## config.mk

```make
export PLATFORM = sky130hd
export DESIGN_NAME = i_decode
export DESIGN_NICKNAME = d
export VERILOG_FILES = /design/src/rtl/i_decode.sv
export SDC_FILE = /design/constraint.sdc
export NUM_CORES = 2
export LEC_CHECK = 0
export ABC_CLOCK_PERIOD_IN_PS = 5600
export CAP_MARGIN = 30
export CORE_MARGIN = 3
export CORE_UTILIZATION = 60
export CTS_CLUSTER_DIAMETER = 40
export DETAILED_ROUTE_END_ITERATION = 8
export GPL_TIMING_DRIVEN = 0
export PLACE_DENSITY = 0.8
export SYNTH_ARGS = -nofsm -noshare
export SYNTH_HDL_FRONTEND = slang
export SYNTH_SLANG_ARGS = --single-unit
```

## constraint.sdc

```tcl
create_clock -name clk -period 5.6 [get_ports clk]
set_input_delay 0.84 -clock clk [delete_from_list [all_inputs] [get_ports clk]]
set_output_delay 0.84 -clock clk [all_outputs]
set_load 0.01 [all_outputs]
```

## src/rtl/i_decode.sv

```systemverilog
// ID stage: register file, control decode, load-use detection and the ID/EX pipeline register.
// Latency: ID_EX_* is one cycle after IF_ID_instr. stall is combinational and holds PC/IF/ID while a bubble is inserted.
module i_decode #(
  parameter bit WB_BYPASS = 1'b1
) (
  input  logic        clk,
  input  logic        rst,
  input  logic [31:0] IF_ID_instr,
  input  logic [31:0] IF_ID_npc,
  input  logic        EX_MEM_PCSrc,
  input  logic        MEM_WB_regwrite,
  input  logic [4:0]  MEM_WB_writereg,
  input  logic [31:0] MEM_WB_writedata,
  output logic        stall,
  output logic [1:0]  ID_EX_wb,
  output logic [2:0]  ID_EX_m,
  output logic [3:0]  ID_EX_ex,
  output logic [31:0] ID_EX_npc,
  output logic [31:0] ID_EX_readdat1,
  output logic [31:0] ID_EX_readdat2,
  output logic [31:0] ID_EX_sign_ext,
  output logic [4:0]  ID_EX_instr_2016,
  output logic [4:0]  ID_EX_instr_1511
);

  logic [31:0] rf_q [32];

  logic [1:0]  wb_q, wb_d;
  logic [2:0]  m_q, m_d;
  logic [3:0]  ex_q, ex_d;
  logic [31:0] npc_q, rd1_q, rd1_d, rd2_q, rd2_d, sext_q, sext_d;
  logic [4:0]  rt_fld_q, rd_fld_q;

  logic [5:0]  opcode;
  logic [4:0]  rs, rt;
  logic        hazard;
  logic        wb_en;

  assign opcode = IF_ID_instr[31:26];
  assign rs     = IF_ID_instr[25:21];
  assign rt     = IF_ID_instr[20:16];
  assign wb_en  = MEM_WB_regwrite && (MEM_WB_writereg != 5'd0);
  assign sext_d = {{16{IF_ID_instr[15]}}, IF_ID_instr[15:0]};

  // r0 is forced to zero on read so a bypassed write to r0 can never leak through.
  always_comb begin
    rd1_d = rf_q[rs];
    rd2_d = rf_q[rt];
    if (WB_BYPASS && wb_en) begin
      if (MEM_WB_writereg == rs) rd1_d = MEM_WB_writedata;
      if (MEM_WB_writereg == rt) rd2_d = MEM_WB_writedata;
    end
    if (rs == 5'd0) rd1_d = '0;
    if (rt == 5'd0) rd2_d = '0;
  end

  assign hazard = m_q[1] && (rt_fld_q != 5'd0) &&
                  ((rt_fld_q == rs) || (rt_fld_q == rt));
  assign stall  = hazard && !EX_MEM_PCSrc;

  always_comb begin
    wb_d = '0;
    m_d  = '0;
    ex_d = '0;
    unique case (opcode)
      6'h00: begin wb_d = 2'b10; m_d = 3'b000; ex_d = 4'b1100; end
      6'h23: begin wb_d = 2'b11; m_d = 3'b010; ex_d = 4'b0001; end
      6'h2B: begin wb_d = 2'b00; m_d = 3'b001; ex_d = 4'b0001; end
      6'h04: begin wb_d = 2'b00; m_d = 3'b100; ex_d = 4'b0010; end
      default: ;
    endcase
    // Bubble on load-use stall or taken-branch flush; data fields still load.
    if (stall || EX_MEM_PCSrc) begin
      wb_d = '0;
      m_d  = '0;
      ex_d = '0;
    end
  end

  always_ff @(posedge clk) begin
    if (rst) begin
      for (int i = 0; i < 32; i++) rf_q[i] <= '0;
      wb_q     <= '0;
      m_q      <= '0;
      ex_q     <= '0;
      npc_q    <= '0;
      rd1_q    <= '0;
      rd2_q    <= '0;
      sext_q   <= '0;
      rt_fld_q <= '0;
      rd_fld_q <= '0;
    end else begin
      if (wb_en) rf_q[MEM_WB_writereg] <= MEM_WB_writedata;
      wb_q     <= wb_d;
      m_q      <= m_d;
      ex_q     <= ex_d;
      npc_q    <= IF_ID_npc;
      rd1_q    <= rd1_d;
      rd2_q    <= rd2_d;
      sext_q   <= sext_d;
      rt_fld_q <= IF_ID_instr[20:16];
      rd_fld_q <= IF_ID_instr[15:11];
    end
  end

  assign ID_EX_wb         = wb_q;
  assign ID_EX_m          = m_q;
  assign ID_EX_ex         = ex_q;
  assign ID_EX_npc        = npc_q;
  assign ID_EX_readdat1   = rd1_q;
  assign ID_EX_readdat2   = rd2_q;
  assign ID_EX_sign_ext   = sext_q;
  assign ID_EX_instr_2016 = rt_fld_q;
  assign ID_EX_instr_1511 = rd_fld_q;

endmodule
```

# Yosys cells after proc, flatten, opt, wreduce, memory -nomap -nowiden
# Memory sizes are Yosys's and may differ from the RTL's.
# Index checks and enable logic that the tools add are counted.
# W data, S select, Z words.
# classes
n_eq_ne	7
muxes	15
n_reduce_logical	17
# ops
op	count
$mux W32	5
$reduce_or A32 Y1	1
$eq A5 B5 Y1	4
$eq A6 B6 Y1 const B	2
$pmux W4 S3	1
$logic_not A5 Y1	2
$reduce_bool A5 Y1	2
$pmux W3 S3	1
$reduce_or A2 Y1	4
$eq A6 B3 Y1 const B	1
$logic_not A6 Y1	1
$mux W1	6
$mux W5	1
$logic_and A1 B1 Y1	4
$pmux W2 S2	1
$logic_or A1 B1 Y1	2
$logic_not A1 Y1	1
# word_totals
ff_bits	131
ram_bits	1024
in_bits	105
output_inout_bits	148
word_cells	49
n_memories	1
# mem_list
name	words	word_bits	rd	rd_clocked_by_memory_dff	write_ports	line	source
rf_q	32	32	2	0	32	26	logic [31:0] rf_q [32];

# Logic depth before layout (Yosys ltp)
# depth
ltp_word	7
depth_mapped	10
ltp_nobuf	5

# Least setup slack after synthesis
# Ideal clock, no wire load.
# synth_path
path_kind	input -> output
start	input port IF_ID_instr[21]
end	output port stall
t_arrival_ns	1.932
required_time_ns	4.760
slack_ns	2.828
cell_stages	7
path_buffers	3
cell_sequence	buf_4 buf_6 buf_6 xor2_1 nor3_1 a22oi_1 nor3_1
# synth_via
elab_chain_cells	4
# synth_lines
item	line	source
start, declared	8	input logic [31:0] IF_ID_instr,
$eq A5 B5 Y1	58	((rt_fld_q == rs) || (rt_fld_q == rt));
$logic_or A1 B1 Y1	58	
$logic_and A1 B1 Y1	57	assign hazard = m_q[1] && (rt_fld_q != 5'd0) &&
$logic_and A1 B1 Y1	59	assign stall = hazard && !EX_MEM_PCSrc;
end, declared	14	output logic stall,
# Every way passes these cells.

# Worst setup path after layout
# layout_path
start	input port IF_ID_instr[17]
end	output port stall
# Same word-level chain as after synthesis.

==> flow_summary_export.csv <==
group,metric,value,unit
timing,finClkSkew,0.0286,ns
clocking,cts_buffers,161,
setup_path,cp_top_family,"buffers and inverters",
drt,vias,46000,
floorplan,die_h,325,µm
setup_path,crit_path_top_delay_cell,"clkdlybuf4s50_1",
setup_path,timing_worst_setup_path_type,"in -> out",
power,p_per_area,332,mW/mm²
drt,wl_per_cell,34.3,µm
clocking,ctsHoldBuffers,0,
power,power_frac_clock,45.3,%
yosys,synth-edff-count,1024,
yosys,synth_area_per_cell,13.0,µm²
yosys,synthFlopType,"edfxtp_1",
timing,rsz0062_at_grt,"no",
power,combPwrFrac,12.2,%
setup_path,cp.required,4.76,ns
setup_path,worstPathCellList,"clkdlybuf4s50_1, buf_4, buf_4, xor2_1, nor2_1, a22oi_1, nor3_1, clkdlybuf4s50_1",
outcome,outcome,"completed",
clocking,clkSinkCount,1148,
yosys,seq_area_frac_synth,54.6,%
floorplan,core_area,0.100,mm²
power,p_switching,6.19,mW
setup_path,cp.arrival,3.42,ns
drt,drc_errors,0,
power,p_seq_share,42.5,%
drt,via_per_inst,6.90,
power,swShare,26.1,%
drt,met1_length,75900,µm
drt,ant_nets,0,
clocking,cts-root-buf,"clkbuf_16",
timing,fin_crit_sh,76.2,%
yosys,synth_compound_area_share,5.87,%
clocking,cts_tree,"done",
yosys,synth-adder-area-share,0,%
power,finalPower,23.7,mW
timing,max_slew_margin,25.9,%
clocking,cts_resized,0,
run,drv_cap,0,
yosys,async_reset_ff_share,0,%
yosys,yosys-top-cells-area,"edfxtp_1 (50%), and2_1 (10%), mux4_2 (9.8%)",
place,dp.final_hpwl,166000,µm
yosys,ys_ff_latch,1148,
power,leakagePower,26.1,nW
finish,syn_to_final_growth,17.3,%
drt,dr.pass1.iters,7,
setup_path,slowest_delay,0.62,ns
clocking,h-tree-depth,4,
yosys,yosys-mux-area-fraction,18.1,%
grt,grt_max_degree,33,
grt,grt_pass1_vias,45000,
drt,top_layer,"met5",
drt,route.met2.wl,99300,µm
yosys,synth_warnings,0,
yosys,syn-cell-area,0.0609,mm²
grt,grt_usage,42.5,%
hold_path,min_path_type,"in -> reg",
drt,wl,228000,µm
grt,overflow,0,
floorplan,num_rows,116,
timing,fin_tns_setup,0,ns
clocking,cts_setup_buffers,0,
setup_path,setup.worst_path.start_class,"input port",
power,ir_drop,0.289,mV
setup_path,cp_num_buf_inv,4,
yosys,synth-xor-area-share,0.288,%
floorplan,design.die.area,0.105,mm²
floorplan,start_util,60.6,%
timing,slew_viol_final,0,
finish,finalNetCount,5254,
floorplan,io_pins,253,
power,p_int,17.5,mW
yosys,synth_top_family_by_area,"multiplexers",
timing,worst_slew_pin_slew,1.11,ns
floorplan,die_x,325,µm
clocking,clk_pin_slew,0.06,ns
yosys,synth_top_area_share,50.5,%
drt,dr_wl_met3,30800,µm
setup_path,cp-end-kind,"output pin",
clocking,clk_latency,0.80,ns
timing,holdWs,0.608,ns
place,io_buffers,242,
timing,period_minus_slack,4.26,ns
yosys,synth_cells,4677,
drt,first_iter_violations,7422,
timing,setup_viol,0,
timing,final_hold_viol_count,0,
setup_path,crit_path_max_fanout,10,
yosys,synth_cell_types,59,
clocking,cts_buffer_depth,3,
finish,drive_gt1_share,15.9,%
grt,grt_pass1_wl,316000,µm
place,gp_congestion,1.05,
timing,fmax,234,MHz
grt,antenna_found_initial,13,
yosys,yosysTopAreaCell,"edfxtp_1",
yosys,yosys.area_share.simple,17.1,%
[through the flow]
step | std cells | utilization, % | area [µm²] | setup slack [ns]
finish | 6661 | 71.1 | 71400 | 1.34
global route | 6647 | 71.1 | 71400 | 1.27
CTS | 6623 | 70.7 | 71000 | 1.40
detailed placement | 6319 | 65.1 | 65400 | 0.900
global placement | 6307 | 64.8 | 65100 | 0.705
floorplan | 4708 | - | 61000 | 2.83
[layer usage]
| metal | track usage (%) | vias up |
|---|---|---|
| met4 | 34.2 | 8 |
| li1 | - | 18400 |
| met3 | 13.9 | 974 |
| met1 | 52.0 | 22700 |
| met5 | 0 | - |
| met2 | 62.1 | 3871 |
[power by group through the flow]
stage | Combinational [mW] | Sequential, mW | Clock [mW]
2_1_floorplan | 1.52 | 10.2 | 0
3_3_place_gp | 2.68 | 10.2 | 0
3_5_place_dp | 2.73 | 10.2 | 0
4_1_cts | 2.74 | 10.1 | 10.7
5_1_grt | 2.93 | 10.1 | 11.1
6_report | 2.90 | 10.1 | 10.7
[final timing paths]
| path | start | to | cells after the start | slack, ns |
|---|---|---|---|---|
| setup / recovery | IF_ID_instr[17] | stall | 8 | 1.34 |
| hold / removal | IF_ID_npc[30] | ID_EX_npc[30] | 2 | 0.61 |
| setup reg to reg | rf_q[4][12] | ID_EX_readdat2[12] | 5 | 3.26 |
| hold reg to reg | rf_q[9][6] | ID_EX_readdat2[6] | 5 | 0.82 |
[cell usage in the layout, fill, tap and decap left out, types with 88 or more instances in the layout]
master and instances:
clkbuf_1 306, clkbuf_16 169, mux2i_1 499, and2_1 996, mux4_2 266, nand2_1 273, nand3_1 177, buf_2 88
dfxtp_1 124, clkdlybuf4s50_1 242, nand4_1 120, edfxtp_1 1024
[synth_stat cells, drive strengths merged, types with 2 or more instances]
cell type  count
a211oi        59
and3           3
o221ai         3
a32oi          2
o31a          57
o211ai         3
a21oi         63
or3            2
mux2           2
dfxtp        124
xor2          16
nor3          15
o22ai          2
or3b           5
nand3b         7
nor2          41
nand3        177
nor2b         58
a221o         26
clkbuf       285
or4            2
o21a          59
buf          203
nand2        273
inv            2
a221oi        68
edfxtp      1024
a31oi          3
a21o           3
nand2b         3
a32o           2
nor3b         56
mux4         266
a22oi         34
xnor2          4
and2         996
or2           38
mux2i        499
o21ai         64
nand4        122
[flip-flops by register name, indices dropped and copies added (netlist names)]
name / cells
ID_EX_readdat2: 32
ID_EX_readdat1: 32
ID_EX_ex: 3
ID_EX_wb: 2
ID_EX_instr_2016: 5
ID_EX_sign_ext: 16
ID_EX_npc: 32
rf_q: 1024
ID_EX_m: 2
[area by class of cell]
type | count | area (µm²)
multi-input cells | 3069 | 25300
diodes | 14 | 35.0
plain buffers | 488 | 2500
clock inverters | 108 | 1280
inverters | 3 | 11.3
fillers | 6873 | 29000
flip-flops and latches | 1148 | 33200
repair buffers | 278 | 3040
well taps | 1357 | 1700
clock buffers | 196 | 4370
[kinds of logic after synthesis]
logic type | Yosys count
AOI/OAI and AO/OA | 449
xor gates and xnor gates | 20
buffers and inverters | 491
DFF | 1148
muxes | 767
other | 1
and+or+nand+nor | 1801
Note: power is estimated with default switching activity, not from simulation.
